--- src/rtl/imem_arb_pkg.sv ---
// imem_arb_pkg: shared types and constants for the instruction-memory arbiter.
//   arb_state_e    - arbiter FSM states
//   grant_e        - requester identity, used by the round-robin pointer
//   BEATS_PER_WORD - byte beats per 32-bit word on the byte-wide memory port
package imem_arb_pkg;

  typedef enum logic [2:0] {
    ST_IDLE,
    ST_RD,
    ST_RD_LAST,
    ST_RESP,
    ST_WR,
    ST_ACK
  } arb_state_e;

  typedef enum logic {
    GNT_FETCH,
    GNT_LD
  } grant_e;

  localparam int BEATS_PER_WORD = 4;

endpackage

--- src/rtl/imem_arbiter_if.sv ---
// imem_arbiter_if: CPU fetch port, loader write port and byte-wide memory port
// of the instruction-memory arbiter.
//   slave  - the arbiter side (accepts requests, drives the memory port)
//   master - the requester / memory side
// Optional feature macro: IMEM_ARB_MISALIGN_CHK_EN adds fetch_rsp_err.
interface imem_arbiter_if #(
  parameter int ADDR_W = 5
);
  logic              fetch_valid;
  logic              fetch_ready;
  logic [31:0]       fetch_addr;
  logic              fetch_rsp_valid;
  logic              fetch_rsp_ready;
  logic [31:0]       fetch_rsp_data;
`ifdef IMEM_ARB_MISALIGN_CHK_EN
  logic              fetch_rsp_err;
`endif
  logic              ld_valid;
  logic              ld_ready;
  logic [31:0]       ld_addr;
  logic [31:0]       ld_data;
  logic              ld_ack;
  logic              mem_en;
  logic              mem_we;
  logic [ADDR_W-1:0] mem_addr;
  logic [7:0]        mem_wdata;
  logic [7:0]        mem_rdata;

  modport slave (
    input  fetch_valid, fetch_addr, fetch_rsp_ready,
    input  ld_valid, ld_addr, ld_data, mem_rdata,
    output fetch_ready, fetch_rsp_valid, fetch_rsp_data,
    output ld_ready, ld_ack, mem_en, mem_we, mem_addr, mem_wdata
`ifdef IMEM_ARB_MISALIGN_CHK_EN
    , output fetch_rsp_err
`endif
  );

  modport master (
    output fetch_valid, fetch_addr, fetch_rsp_ready,
    output ld_valid, ld_addr, ld_data, mem_rdata,
    input  fetch_ready, fetch_rsp_valid, fetch_rsp_data,
    input  ld_ready, ld_ack, mem_en, mem_we, mem_addr, mem_wdata
`ifdef IMEM_ARB_MISALIGN_CHK_EN
    , input fetch_rsp_err
`endif
  );

endinterface

--- src/rtl/imem_arbiter_rr.sv ---
// rr_arbiter2: two-requester round-robin arbiter.
//   clk, rst          - clock, synchronous active-high reset
//   en                - grants are only issued while en is high
//   req_fetch, req_ld - requests
//   gnt_fetch, gnt_ld - one-hot (or zero) grants, combinational from requests
// Every grant is an accept, so the tie-break pointer moves to the other
// requester whenever a grant is issued. After reset fetch wins ties.
module rr_arbiter2
  import imem_arb_pkg::*;
(
  input  logic clk,
  input  logic rst,
  input  logic en,
  input  logic req_fetch,
  input  logic req_ld,
  output logic gnt_fetch,
  output logic gnt_ld
);

  grant_e prio_q, prio_d;  // requester preferred on a tie

  always_comb begin
    gnt_fetch = 1'b0;
    gnt_ld    = 1'b0;
    prio_d    = prio_q;
    if (en) begin
      if (req_fetch && (!req_ld || prio_q == GNT_FETCH)) begin
        gnt_fetch = 1'b1;
        prio_d    = GNT_LD;
      end else if (req_ld) begin
        gnt_ld = 1'b1;
        prio_d = GNT_FETCH;
      end
    end
  end

  always_ff @(posedge clk) begin
    if (rst) prio_q <= GNT_FETCH;
    else     prio_q <= prio_d;
  end

endmodule

--- src/rtl/imem_arbiter.sv ---
// imem_arbiter: shares a byte-wide instruction memory between a CPU fetch
// port (word reads) and a loader port (word writes).
//   clk, rst - clock, synchronous active-high reset
//   bus      - imem_arbiter_if.slave: fetch request/response, loader
//              request/ack, byte-wide memory port
// Each word is moved as four byte beats, little-endian (beat k = bits 8k+7:8k).
// Optional feature macro: IMEM_ARB_MISALIGN_CHK_EN - misaligned requests skip
// the memory, fetches answer 0 with fetch_rsp_err, loads just acknowledge.
//
// state      | meaning
// ST_IDLE    | ready for a new request, arbitration active
// ST_RD      | issuing read beats 0..3, capturing the previous beat's byte
// ST_RD_LAST | capturing byte 3
// ST_RESP    | holding the fetched word until the CPU takes it
// ST_WR      | issuing write beats 0..3
// ST_ACK     | one-cycle ld_ack pulse
module imem_arbiter
  import imem_arb_pkg::*;
#(
  parameter int ADDR_W = 5
) (
  input logic           clk,
  input logic           rst,
  imem_arbiter_if.slave bus
);

  localparam int         WORD_W    = ADDR_W - 2;
  localparam logic [1:0] LAST_BEAT = 2'(BEATS_PER_WORD - 1);

  arb_state_e        state_q, state_d;
  logic [1:0]        beat_q, beat_d;
  logic [WORD_W-1:0] word_q, word_d;
  logic [31:0]       wdata_q, wdata_d;
  logic [31:0]       rdata_q, rdata_d;
  logic              err_q, err_d;

  logic       arb_en, gnt_fetch, gnt_ld;
  logic       fetch_mis, ld_mis;
  logic [1:0] prev_beat;
  logic       unused_bits;

  assign arb_en = (state_q == ST_IDLE) && !rst;

  rr_arbiter2 u_rr (
    .clk       (clk),
    .rst       (rst),
    .en        (arb_en),
    .req_fetch (bus.fetch_valid),
    .req_ld    (bus.ld_valid),
    .gnt_fetch (gnt_fetch),
    .gnt_ld    (gnt_ld)
  );

  assign bus.fetch_ready = gnt_fetch;
  assign bus.ld_ready    = gnt_ld;

`ifdef IMEM_ARB_MISALIGN_CHK_EN
  assign fetch_mis         = |bus.fetch_addr[1:0];
  assign ld_mis            = |bus.ld_addr[1:0];
  assign bus.fetch_rsp_err = err_q && (state_q == ST_RESP);
`else
  assign fetch_mis = 1'b0;
  assign ld_mis    = 1'b0;
`endif

  // Address bits outside the memory and the byte offset carry no meaning here.
  assign unused_bits = ^{bus.fetch_addr[31:ADDR_W], bus.fetch_addr[1:0],
                         bus.ld_addr[31:ADDR_W], bus.ld_addr[1:0], err_q};

  // Read data lags the request by one cycle, so a beat captures its predecessor.
  assign prev_beat = beat_q - 2'd1;

  always_comb begin
    state_d = state_q;
    beat_d  = beat_q;
    word_d  = word_q;
    wdata_d = wdata_q;
    rdata_d = rdata_q;
    err_d   = err_q;
    bus.fetch_rsp_valid = 1'b0;
    bus.fetch_rsp_data  = '0;
    bus.ld_ack          = 1'b0;
    bus.mem_en          = 1'b0;
    bus.mem_we          = 1'b0;
    bus.mem_addr        = '0;
    bus.mem_wdata       = '0;

    case (state_q)
      ST_IDLE: begin
        beat_d = '0;
        if (gnt_fetch) begin
          word_d  = bus.fetch_addr[ADDR_W-1:2];
          rdata_d = '0;
          err_d   = fetch_mis;
          state_d = fetch_mis ? ST_RESP : ST_RD;
        end else if (gnt_ld) begin
          word_d  = bus.ld_addr[ADDR_W-1:2];
          wdata_d = bus.ld_data;
          err_d   = 1'b0;
          state_d = ld_mis ? ST_ACK : ST_WR;
        end
      end
      ST_RD: begin
        bus.mem_en   = 1'b1;
        bus.mem_addr = {word_q, beat_q};
        if (beat_q != 2'd0) rdata_d[{prev_beat, 3'b000} +: 8] = bus.mem_rdata;
        beat_d = beat_q + 2'd1;
        if (beat_q == LAST_BEAT) state_d = ST_RD_LAST;
      end
      ST_RD_LAST: begin
        rdata_d[31:24] = bus.mem_rdata;
        state_d        = ST_RESP;
      end
      ST_RESP: begin
        bus.fetch_rsp_valid = 1'b1;
        bus.fetch_rsp_data  = rdata_q;
        if (bus.fetch_rsp_ready) state_d = ST_IDLE;
      end
      ST_WR: begin
        bus.mem_en    = 1'b1;
        bus.mem_we    = 1'b1;
        bus.mem_addr  = {word_q, beat_q};
        bus.mem_wdata = wdata_q[{beat_q, 3'b000} +: 8];
        beat_d = beat_q + 2'd1;
        if (beat_q == LAST_BEAT) state_d = ST_ACK;
      end
      ST_ACK: begin
        bus.ld_ack = 1'b1;
        state_d    = ST_IDLE;
      end
      default: state_d = ST_IDLE;
    endcase
  end

  always_ff @(posedge clk) begin
    if (rst) begin
      state_q <= ST_IDLE;
      beat_q  <= '0;
      word_q  <= '0;
      wdata_q <= '0;
      rdata_q <= '0;
      err_q   <= 1'b0;
    end else begin
      state_q <= state_d;
      beat_q  <= beat_d;
      word_q  <= word_d;
      wdata_q <= wdata_d;
      rdata_q <= rdata_d;
      err_q   <= err_d;
    end
  end

endmodule

--- src/flat_wrapper.sv ---
// flat-port wrapper written by rule: the top's interface ports become plain ports
module imem_arbiter_flat import imem_arb_pkg::*;
#(
  parameter int ADDR_W = 5
)
  (clk, rst, bus_fetch_valid, bus_fetch_addr, bus_fetch_rsp_ready, bus_ld_valid, bus_ld_addr, bus_ld_data, bus_mem_rdata, bus_fetch_ready, bus_fetch_rsp_valid, bus_fetch_rsp_data, bus_ld_ready, bus_ld_ack, bus_mem_en, bus_mem_we, bus_mem_addr, bus_mem_wdata);
  imem_arbiter_if #(.ADDR_W(ADDR_W)) bus_i ();
  input logic clk;
  input logic rst;
  input wire logic [$bits(bus_i.fetch_valid)-1:0] bus_fetch_valid;
  input wire logic [$bits(bus_i.fetch_addr)-1:0] bus_fetch_addr;
  input wire logic [$bits(bus_i.fetch_rsp_ready)-1:0] bus_fetch_rsp_ready;
  input wire logic [$bits(bus_i.ld_valid)-1:0] bus_ld_valid;
  input wire logic [$bits(bus_i.ld_addr)-1:0] bus_ld_addr;
  input wire logic [$bits(bus_i.ld_data)-1:0] bus_ld_data;
  input wire logic [$bits(bus_i.mem_rdata)-1:0] bus_mem_rdata;
  output wire logic [$bits(bus_i.fetch_ready)-1:0] bus_fetch_ready;
  output wire logic [$bits(bus_i.fetch_rsp_valid)-1:0] bus_fetch_rsp_valid;
  output wire logic [$bits(bus_i.fetch_rsp_data)-1:0] bus_fetch_rsp_data;
  output wire logic [$bits(bus_i.ld_ready)-1:0] bus_ld_ready;
  output wire logic [$bits(bus_i.ld_ack)-1:0] bus_ld_ack;
  output wire logic [$bits(bus_i.mem_en)-1:0] bus_mem_en;
  output wire logic [$bits(bus_i.mem_we)-1:0] bus_mem_we;
  output wire logic [$bits(bus_i.mem_addr)-1:0] bus_mem_addr;
  output wire logic [$bits(bus_i.mem_wdata)-1:0] bus_mem_wdata;
  assign bus_i.fetch_valid = bus_fetch_valid;
  assign bus_i.fetch_addr = bus_fetch_addr;
  assign bus_i.fetch_rsp_ready = bus_fetch_rsp_ready;
  assign bus_i.ld_valid = bus_ld_valid;
  assign bus_i.ld_addr = bus_ld_addr;
  assign bus_i.ld_data = bus_ld_data;
  assign bus_i.mem_rdata = bus_mem_rdata;
  assign bus_fetch_ready = bus_i.fetch_ready;
  assign bus_fetch_rsp_valid = bus_i.fetch_rsp_valid;
  assign bus_fetch_rsp_data = bus_i.fetch_rsp_data;
  assign bus_ld_ready = bus_i.ld_ready;
  assign bus_ld_ack = bus_i.ld_ack;
  assign bus_mem_en = bus_i.mem_en;
  assign bus_mem_we = bus_i.mem_we;
  assign bus_mem_addr = bus_i.mem_addr;
  assign bus_mem_wdata = bus_i.mem_wdata;
  imem_arbiter #(.ADDR_W(ADDR_W)) u_core (.clk(clk), .rst(rst), .bus(bus_i));
endmodule
--- config.mk ---
export PLATFORM = sky130hd
export DESIGN_NAME = imem_arbiter_flat
export DESIGN_NICKNAME = d
export VERILOG_FILES = /design/src/rtl/imem_arb_pkg.sv /design/src/rtl/imem_arbiter_if.sv /design/src/rtl/imem_arbiter_rr.sv /design/src/rtl/imem_arbiter.sv /design/src/flat_wrapper.sv
export SDC_FILE = /design/constraint.sdc
export NUM_CORES = 1
export LEC_CHECK = 0
export ABC_AREA = 0
export CORE_MARGIN = 4
export CORE_UTILIZATION = 40
export DETAILED_ROUTE_END_ITERATION = 8
export DONT_BUFFER_PORTS = 1
export PLACE_DENSITY = 0.5
export REMOVE_ABC_BUFFERS = 1
export SYNTH_ARGS = -nofsm -noshare
export SYNTH_HDL_FRONTEND = slang
export SYNTH_SLANG_ARGS = --single-unit
export TNS_END_PERCENT = 100
--- constraint.sdc ---
create_clock -name clk -period 3.56 [get_ports clk]
set_clock_uncertainty 0.2 [all_clocks]
set_input_delay 0.89 -clock clk [delete_from_list [all_inputs] [get_ports clk]]
set_output_delay 0.89 -clock clk [all_outputs]
set_load 0.03 [all_outputs]
# Word level (Yosys, flattened, before mapping)
# Index checks and enable logic that the tools add are counted.
[word_totals]
input_bits = 109
ff_bits = 73
[classes]
reduce_logical = 19
n_bitwise = 2
eq_ne = 12
n_addsub = 3
n_mux = 28
shift = 3
[ops]
columns = ["op", "count"]
rows = [
  ["two-way mux 32 bit", 3],
  ["case mux 24 bit (2 select lines)", 1],
  ["bitwise mux 32 bit", 1],
  ["variable shift 8 x 7 -> 32 bit (first input constant)", 1],
  ["variable part select 32 x 6 -> 8 bit", 1],
  ["variable part select 8 x 7 -> 32 bit", 1],
  ["case mux 8 bit (3 select lines)", 1],
  ["two-way mux 3 bit", 7],
  ["case mux 3 bit (5 select lines)", 1],
  ["two-way mux 1 bit", 11],
  ["nonzero test 2 bit", 5],
  ["AND reduction 3 bit", 3],
  ["two-way mux 8 bit", 1],
  ["negation 5 -> 7 bit", 1],
  ["== test 3 x 2 -> 1 bit (second input constant)", 2],
  ["== test 3 bit (second input constant)", 2],
  ["inequality test 2 x 1 -> 1 bit (second input constant)", 3],
  ["two-way mux 5 bit", 1],
  ["inequality test 2 bit (second input constant)", 2],
  ["case mux 2 bit (2 select lines)", 1],
  ["AND reduction 2 bit", 2],
  ["AND reduction 4 bit", 1],
  ["== test 3 x 1 -> 1 bit (second input constant)", 1],
  ["logical NOT 3 bit", 1],
  ["10 further kinds", 13],
]

# Depth between registers and ports, before layout
# Gate-level depths: netlist (run 1).
[logic_depth]
word_depth = 8
ltp_mapped = 8
mapped_depth_nobuf = 5

# Modules after synthesis
# A second synthesis (run 1) with hierarchy kept.
[unflattened]
hier_cells = 439
area_unflattened_um2 = 3774.9
[by_module_without_submodules]
columns = ["module", "seq_area_each_um2", "cells_per_inst", "area_each_um2", "instances"]
rows = [
  ["imem_arbiter", 1441.4, 430, 3712.3, 1],
  ["rr_arbiter2", 20.0, 9, 62.6, 1],
]

# Worst setup path after synthesis (run 1)
# No wires, ideal clock.
[synth_path]
path_kind = "in2out"
start = "in rst"
end = "out bus_fetch_ready"
stages = 5
arrival_ns = 2.211
slack_ns = 0.259
path_cell_list = "clkbuf_1 -> or4_1 -> buf_2 -> buf_1 -> nor2_1"
[synth_via]
elab_chain_cells = 3
[synth_rtl]
columns = ["element", "line", "rtl"]
rows = [
  ["start: declaration", "flat_wrapper.sv:9", "input logic rst;"],
  ["logical NOT 1 bit", "imem_arbiter.sv:42", "assign arb_en = (state_q == ST_IDLE) && !rst;"],
  ["logical AND 1 bit", "imem_arbiter.sv:42", ""],
  ["two-way mux 1 bit", "imem_arbiter_rr.sv:26", "if (en) begin"],
  ["end: declaration", "flat_wrapper.sv:17", "output wire logic [$bits(bus_i.fetch_ready)-1:0] bus_fetch_ready;"],
]
# No other way between the ends.

# Final worst setup path (run 1)
[layout_path]
start = "reg u_core.state_q[2]"
end = "out bus_fetch_rsp_data[25]"
[layout_via]
elab_chain_cells = 2
[layout_rtl]
columns = ["element", "line", "rtl"]
rows = [
  ["start: declaration", "imem_arbiter.sv:30", "arb_state_e state_q, state_d;"],
  ["start signal: assignment", "imem_arbiter.sv:144", "state_q <= state_d;"],
  ["== test 3 x 2 -> 1 bit", "imem_arbiter.sv:88", "case (state_q)"],
  ["two-way mux 32 bit", "imem_arbiter.sv:88", ""],
  ["end: declaration", "flat_wrapper.sv:19", "output wire logic [$bits(bus_i.fetch_rsp_data)-1:0] bus_fetch_rsp_data;"],
]
# No other way between the ends.

==> results.sh, run 1 <==
export IMPL_status="complete, no violations"
export IMPL_clockBufferDepth=2
export IMPL_drc=0
export IMPL_min_path_type="flop to flop"
export IMPL_grt_use_met1=0.241
export IMPL_clock_sinks=73
export IMPL_grt_pass1_vias=2899
export IMPL_path_clk_slew_ns=0.08
export IMPL_finalHoldViolations=0
export IMPL_ys_warn_count=0
export IMPL_synth_simple_area_share=0.216
export IMPL_cts_hold_buf=0
export IMPL_synth_xor_area_share=0.00233
export IMPL_p_per_area_nw_per_um2=426
export IMPL_grt_max_degree=63
export IMPL_routed_via_count=2838
export IMPL_syn_area_um2=3760
export IMPL_final_cells=487
export IMPL_worstSetupPathType="flop to output pin"
export IMPL_finalWirelength_um=9670
export IMPL_synthToLayoutAreaGrowth_pct=8.85
export IMPL_antenna_found_initial=0
export IMPL_grtUsageTotal=0.176
export IMPL_worstPathMaxFanout=33
export IMPL_cts_root_buffer="clkbuf_8"
export IMPL_avgSynthCellArea_um2=10.1
export IMPL_layout_core_utilization=0.445
export IMPL_crit_buf_inv=1
export IMPL_grt_ovfl_total=0
export IMPL_holdPathStages=1
export IMPL_chipWidth_um=105
export IMPL_p_leak_nw=1.53
export IMPL_grt_busiest_layer="met2"
export IMPL_tightest_slew_ns=1.04
export IMPL_muxShareOfSynthArea=0.141
export IMPL_finalCritPeriodShare=0.921
export IMPL_cts_tree="built"
export IMPL_drv_cap=0
export IMPL_antenna_cells=0
export IMPL_start_util=0.409
export IMPL_ys_ff_latch=73
export IMPL_crit_family="simple AND/OR/NAND/NOR gates"
export IMPL_cp_cell_sequence="inv_1, and3_1, and2_1"
export IMPL_seq_area_frac_synth=0.389
export IMPL_finalPower_mw=1.74
export IMPL_final_setup_viol_count=0
export IMPL_final_area_um2=4090
export IMPL_synth_cell_types=48
export IMPL_cts_setup_buffers=0
export IMPL_place_area_um2=3920
export IMPL_nets=486
export IMPL_max_stage_delay_ns=0.75
export IMPL_hold_start="u_core.rdata_q[7]"
export IMPL_cts_resized=0
export IMPL_h_tree_depth=3
export IMPL_met3_usage=0.0506
export IMPL_ff2ff_path_depth=7
export IMPL_arrival_ns=2.19
export IMPL_fill_cells=905
export IMPL_pin_count=160
export IMPL_dpl_hpwl_um=6390
export IMPL_min_period_ns=3.28
export IMPL_crit_slowest_cell="and3_1"
export IMPL_layout_drive_gt1_share=0.221
export IMPL_relSlewSlack=0.306
export IMPL_clk_latency_ns=0.34
export IMPL_viasPerCell=5.83
export IMPL_synth_edf_count=0
export IMPL_drt_iter0_drc=123
export IMPL_synth_top_family_by_area="simple AND/OR/NAND/NOR gates"
export IMPL_die_y_um=105
export IMPL_synthTopCellsByArea="dfxtp_1 39%, mux2_4 7.6%, and2_1 6.3%"
export IMPL_worst_r2r_endpoint="u_core.rdata_q[16]"
export IMPL_gp_congestion=0.763
export IMPL_synth_top_area_cell="dfxtp_1"
export IMPL_synthArstFlopShare=0
export IMPL_placed_cells=471
export IMPL_yosysTopAreaCellShare=0.389
export IMPL_portBuffers=0
export IMPL_synth_flop_cell="dfxtp_1"
export IMPL_reg2reg_slack_ns=0.82
export IMPL_max_freq_ghz=0.305
export IMPL_ir_worst_vdd_mv=0.206
export IMPL_crit_path_start_kind="flop"
export IMPL_use_met2=0.264
export IMPL_cp_data_required_time_ns=2.47
export IMPL_synth_commonest_cells="73 x dfxtp_1, 38 x and2_1, 38 x nor2b_1, 26 x clkbuf_1, 19 x mux2_4"
export IMPL_syn_inst=373
export IMPL_end_kind="output pin"
export IMPL_wl_per_cell_um=19.9
export IMPL_holdPathEnd="u_core.rdata_q[7]"
export IMPL_cts_buffers=9
export IMPL_die_area_um2=11000
export IMPL_first_pass_iters=4
export IMPL_drv_slew=0
export IMPL_reg2reg_from="u_core.beat_q[0]"
export IMPL_rows=35
export IMPL_grt_setup_unrepaired="false"
export IMPL_synth_compound_area_share=0.182
export IMPL_ant_nets=0
export IMPL_core_um2=9200
export IMPL_synthAdderAreaFrac=0.0200
export IMPL_grt_pass1_wl_um=15500
export IMPL_yosysMostFrequentCell="dfxtp_1"
worst max path at each step:
stage | startpoint | to | slack, ns | cells past startpoint
final | u_core.state_q[2] | bus_fetch_rsp_data[25] | 0.28 | 3
after global routing | u_core.state_q[2] | bus_fetch_rsp_data[25] | 0.05 | 3
after CTS | u_core.state_q[2] | bus_fetch_rsp_data[21] | 0.18 | 3
after detailed placement | rst | bus_ld_ready | 0.54 | 3
after global placement | rst | bus_ld_ready | 0.54 | 3
after floorplan | rst | bus_ld_ready | -0.15 | 2
registers in the layout, indices dropped and copies added (netlist names):
register and count:
u_core.beat_q 2, u_core.rdata_q 32, u_core.state_q 3, u_core.u_rr.prio_q 1, u_core.wdata_q 32, u_core.word_q 3
power breakdown:
group / internal (mW) / total [mW] / switching [mW]
Sequential: 0.848 / 0.877 / 0.0292
Combinational: 0.117 / 0.272 / 0.155
Clock: 0.289 / 0.592 / 0.303
metrics by stage:
step                      worst slack [ns]  hold slack, ns  TNS [ns]
after detailed placement             0.544           0.249         0
after global routing                0.0506           0.288         0
after floorplan                     -0.146           0.233    -0.146
after CTS                            0.175           0.267         0
final                                0.282           0.269         0
after global placement               0.537           0.250         0
final cells by class:
cell class              instances  area (µm²)  area share
inverters                       7        26.3     0.00642
repair buffers                 23         173      0.0422
clock inverters                 3        15.0     0.00367
flip-flops and latches         73        1460       0.357
clock buffers                  13         159      0.0388
well taps                     111         139      0.0339
multi-input cells             257        2120       0.518
cells in the final DEF (no fill, tap or decap), types with 2 or more instances in the layout:
cell type  synthesis  layout
clkinv_2           0       3
a31o_2             8       8
nand2_1            7       7
mux4_2             8       8
nor3_1             5       5
a221oi_1          11      11
o31ai_1           10      10
nand4_1           10      10
mux2_4            19      19
nor4b_2            2       2
a32o_1             8       8
nor3b_1            3       3
o21ai_0            4       4
clkbuf_8           0      11
and2_1            38      38
inv_1              6       6
a311oi_1           4       4
nand2b_1           9       9
a21oi_1           18      18
a22o_1            16      16
mux2_2             3       3
and4_1             2       2
ha_1               6       6
nor2b_1           38      38
buf_4              0      23
clkbuf_1          26       2
dfxtp_1           73      73
nor2_1             7       7
mux2i_1            3       3
logic make-up after synthesis:
group / Yosys count
buffers and inverters: 43
multiplexers: 33
adder cells (fa/ha/maj): 6
XOR/XNOR: 1
AO/OA/AOI/OAI: 88
flip-flops: 73
AND/OR/NAND/NOR: 129
metal layers:
| metal | routed length [µm] | part of all wire | vias up |
|---|---|---|---|
| met5 | 0 | 0 | - |
| met4 | 192 | 0.020 | 0 |
| met1 | 4520 | 0.47 | 1362 |
| met2 | 4220 | 0.44 | 93 |
| met3 | 740 | 0.077 | 15 |
| li1 | - | - | 1368 |
No activity file was read; power rests on OpenSTA's default activity.
==> run 2: changes to the inputs <==
Settings changed: SLEW_MARGIN set to 20.
==> results of run 2 <==
The final DEF is identical to that of run 1; final timing and power are the same.
==> run 3: changes to the inputs <==
Settings changed: SKIP_CTS_REPAIR_TIMING set to 1, SYNTH_HIERARCHICAL set to 1.
==> results.sh, run 3 <==
export IMPL_status="complete, no violations"
export IMPL_cts_tree="built"
export IMPL_wl_per_cell_um=17.5
export IMPL_chipWidth_um=105
export IMPL_grt_pass1_wl_um=15600
export IMPL_grt_ovfl_total=0
export IMPL_synthAdderAreaFrac=0.0166
export IMPL_ys_ff_latch=73
export IMPL_clk_latency_ns=0.34
export IMPL_nets=538
export IMPL_cp_data_required_time_ns=2.47
export IMPL_antenna_found_initial=0
export IMPL_largestRegisters="u_core/rdata_q (32), u_core/wdata_q (32)"
export IMPL_grtUsageTotal=0.174
export IMPL_clock_sinks=73
export IMPL_finalWirelength_um=9460
export IMPL_max_freq_ghz=0.307
export IMPL_dpl_hpwl_um=6140
export IMPL_syn_inst=439
export IMPL_postLayoutSetupSlackWorst_ns=0.305
export IMPL_reg2reg_slack_ns=0.90
export IMPL_yosysMostFrequentCell="dfxtp_1"
export IMPL_relSlewSlack=0.441
export IMPL_muxShareOfSynthArea=0.119
export IMPL_worstPathMaxFanout=15
export IMPL_avgSynthCellArea_um2=8.60
export IMPL_rows=35
export IMPL_layout_drive_gt1_share=0.119
export IMPL_synthArstFlopShare=0
export IMPL_synth_flop_cell="dfxtp_1"
export IMPL_synth_compound_area_share=0.155
export IMPL_final_cell_mix="73 x dfxtp_1, 56 x nand3_1, 49 x a21oi_1"
export IMPL_ir_worst_vdd_mv=0.171
export IMPL_layout_core_utilization=0.442
export IMPL_yosysTopAreaCellShare=0.387
export IMPL_worst_r2r_endpoint="u_core/rdata_q[13]"
export IMPL_worstSetupPathType="flop to output pin"
export IMPL_dp_slack_ns=0.642
export IMPL_grt_setup_unrepaired="false"
export IMPL_end_kind="output pin"
export IMPL_synth_xor_area_share=0.00232
export IMPL_syn_area_um2=3770
export IMPL_synthToLayoutAreaGrowth_pct=7.59
export IMPL_cp_cell_sequence="xnor2_1, nor2_2, and2_1"
export IMPL_cts_root_buffer="clkbuf_8"
export IMPL_drv_cap=0
export IMPL_cts_buffers=9
export IMPL_min_path_type="flop to flop"
export IMPL_drt_iter0_drc=129
export IMPL_reg2reg_from="u_core/state_q[2]"
export IMPL_synth_cell_types=44
export IMPL_finalCritPeriodShare=0.914
export IMPL_synth_top_area_cell="dfxtp_1"
export IMPL_clockBufferDepth=2
export IMPL_portBuffers=0
export IMPL_pin_count=160
export IMPL_synth_commonest_cells="73 x dfxtp_1, 56 x nand3_1, 49 x a21oi_1, 44 x and2_1, 42 x o21ai_0"
export IMPL_crit_buf_inv=0
export IMPL_ant_nets=0
export IMPL_antenna_cells=0
export IMPL_final_setup_viol_count=0
export IMPL_crit_family="simple AND/OR/NAND/NOR gates"
export IMPL_gp_congestion=0.787
export IMPL_crit_slowest_cell="dfxtp_1"
export IMPL_p_leak_nw=1.34
export IMPL_tns_ns=0
export IMPL_arrival_ns=2.17
export IMPL_drv_slew=0
export IMPL_synth_edf_count=0
export IMPL_worst_hold_slack_ns=0.254
export IMPL_routed_via_count=2991
export IMPL_finalHoldViolations=0
export IMPL_drc=0
export IMPL_holdPathEnd="u_core/rdata_q[7]"
export IMPL_p_per_area_nw_per_um2=503
export IMPL_max_stage_delay_ns=0.75
export IMPL_die_area_um2=11100
export IMPL_synth_top_family_by_area="simple AND/OR/NAND/NOR gates"
export IMPL_grt_max_degree=61
export IMPL_die_y_um=105
export IMPL_ff2ff_path_depth=8
export IMPL_synthTopCellsByArea="dfxtp_1 39%, nand3_1 7.4%, and2_1 7.3%"
export IMPL_min_period_ns=3.26
export IMPL_viasPerCell=5.54
export IMPL_core_um2=9200
export IMPL_seq_area_frac_synth=0.387
export IMPL_start_util=0.410
export IMPL_synth_simple_area_share=0.263
export IMPL_h_tree_depth=3
export IMPL_tightest_slew_ns=0.837
export IMPL_ys_warn_count=6
export IMPL_path_clk_slew_ns=0.08
export IMPL_grt_pass1_vias=2989
export IMPL_layout_commonest_cell="dfxtp_1"
export IMPL_crit_path_start_kind="flop"
export IMPL_holdPathStages=2
export IMPL_first_pass_iters=4
export IMPL_hold_start="u_core/rdata_q[7]"
run 3: cell count changes after synthesis, sizes merged, moves of 11 or more:
cell and delta:
a21oi +34, o21ai +38, a22o -16, nor2b -28, a221oi -11, buf +11, mux2i +24, nand2 +28
nand3 +55, mux2 -22
run 3: area by class of cell:
| type | count | area [µm²] |
|---|---|---|
| multi-input cells | 321 | 2110 |
| repair buffers | 14 | 105 |
| clock buffers | 10 | 138 |
| clock inverters | 6 | 91.3 |
| flip-flops and latches | 73 | 1460 |
| fillers | 959 | 5130 |
| inverters | 5 | 18.8 |
| well taps | 111 | 139 |
run 3: logic make-up after synthesis:
kind of cell	count (synthesis)
xor+xnor	1
simple gates	176
flops	73
mux	35
fa+ha+maj	5
buf+inv	45
compound gates	104
run 3: metal layers:
layer,share of wire,track usage,vias to the layer above
met5,0,0,-
met3,0.063,0.0500,5
li1,-,-,1507
met1,0.45,0.223,1401
met4,0.0074,0.0562,0
met2,0.48,0.280,78
run 3: metrics by stage:
| step | power [mW] | instances | area [µm²] |
|---|---|---|---|
| 2_1_floorplan | 1.20 | 399 | 3580 |
| 3_3_place_gp | 1.32 | 524 | 3830 |
| 3_5_place_dp | 1.32 | 524 | 3830 |
| 4_1_cts | 2.07 | 540 | 4060 |
| 5_1_grt | 2.15 | 540 | 4060 |
| 6_report | 2.04 | 540 | 4060 |
run 3: power by group:
part	internal [mW]	switching [mW]
sequential	0.851	0.0513
clock	0.415	0.326
combinational	0.143	0.254
total	1.41	0.632
run 3: how the worst max path moves through the flow:
stage / start / to / slack [ns] / cells past startpoint
final: u_core/state_q[2] / bus_mem_addr[2] / 0.30 / 3
after global placement: u_core/state_q[2] / bus_mem_addr[2] / 0.66 / 3
after global routing: u_core/state_q[2] / bus_mem_addr[3] / 0.12 / 3
after floorplan: u_core/state_q[1] / u_core/wdata_q[0] / -0.30 / 7
after detailed placement: u_core/state_q[2] / bus_mem_addr[2] / 0.64 / 3
after CTS: u_core/state_q[2] / bus_mem_addr[2] / 0.25 / 3
run 3: worst reg2reg max path: stages, from the launching register on:
cell and delay [ns]:
dfxtp_1 0.52, or3_1 0.41, nor2_1 0.18, nand2_1 0.07, a21oi_1 0.20, buf_4 0.16
nand2b_1 0.18, a21oi_4 0.40, mux2i_1 0.26
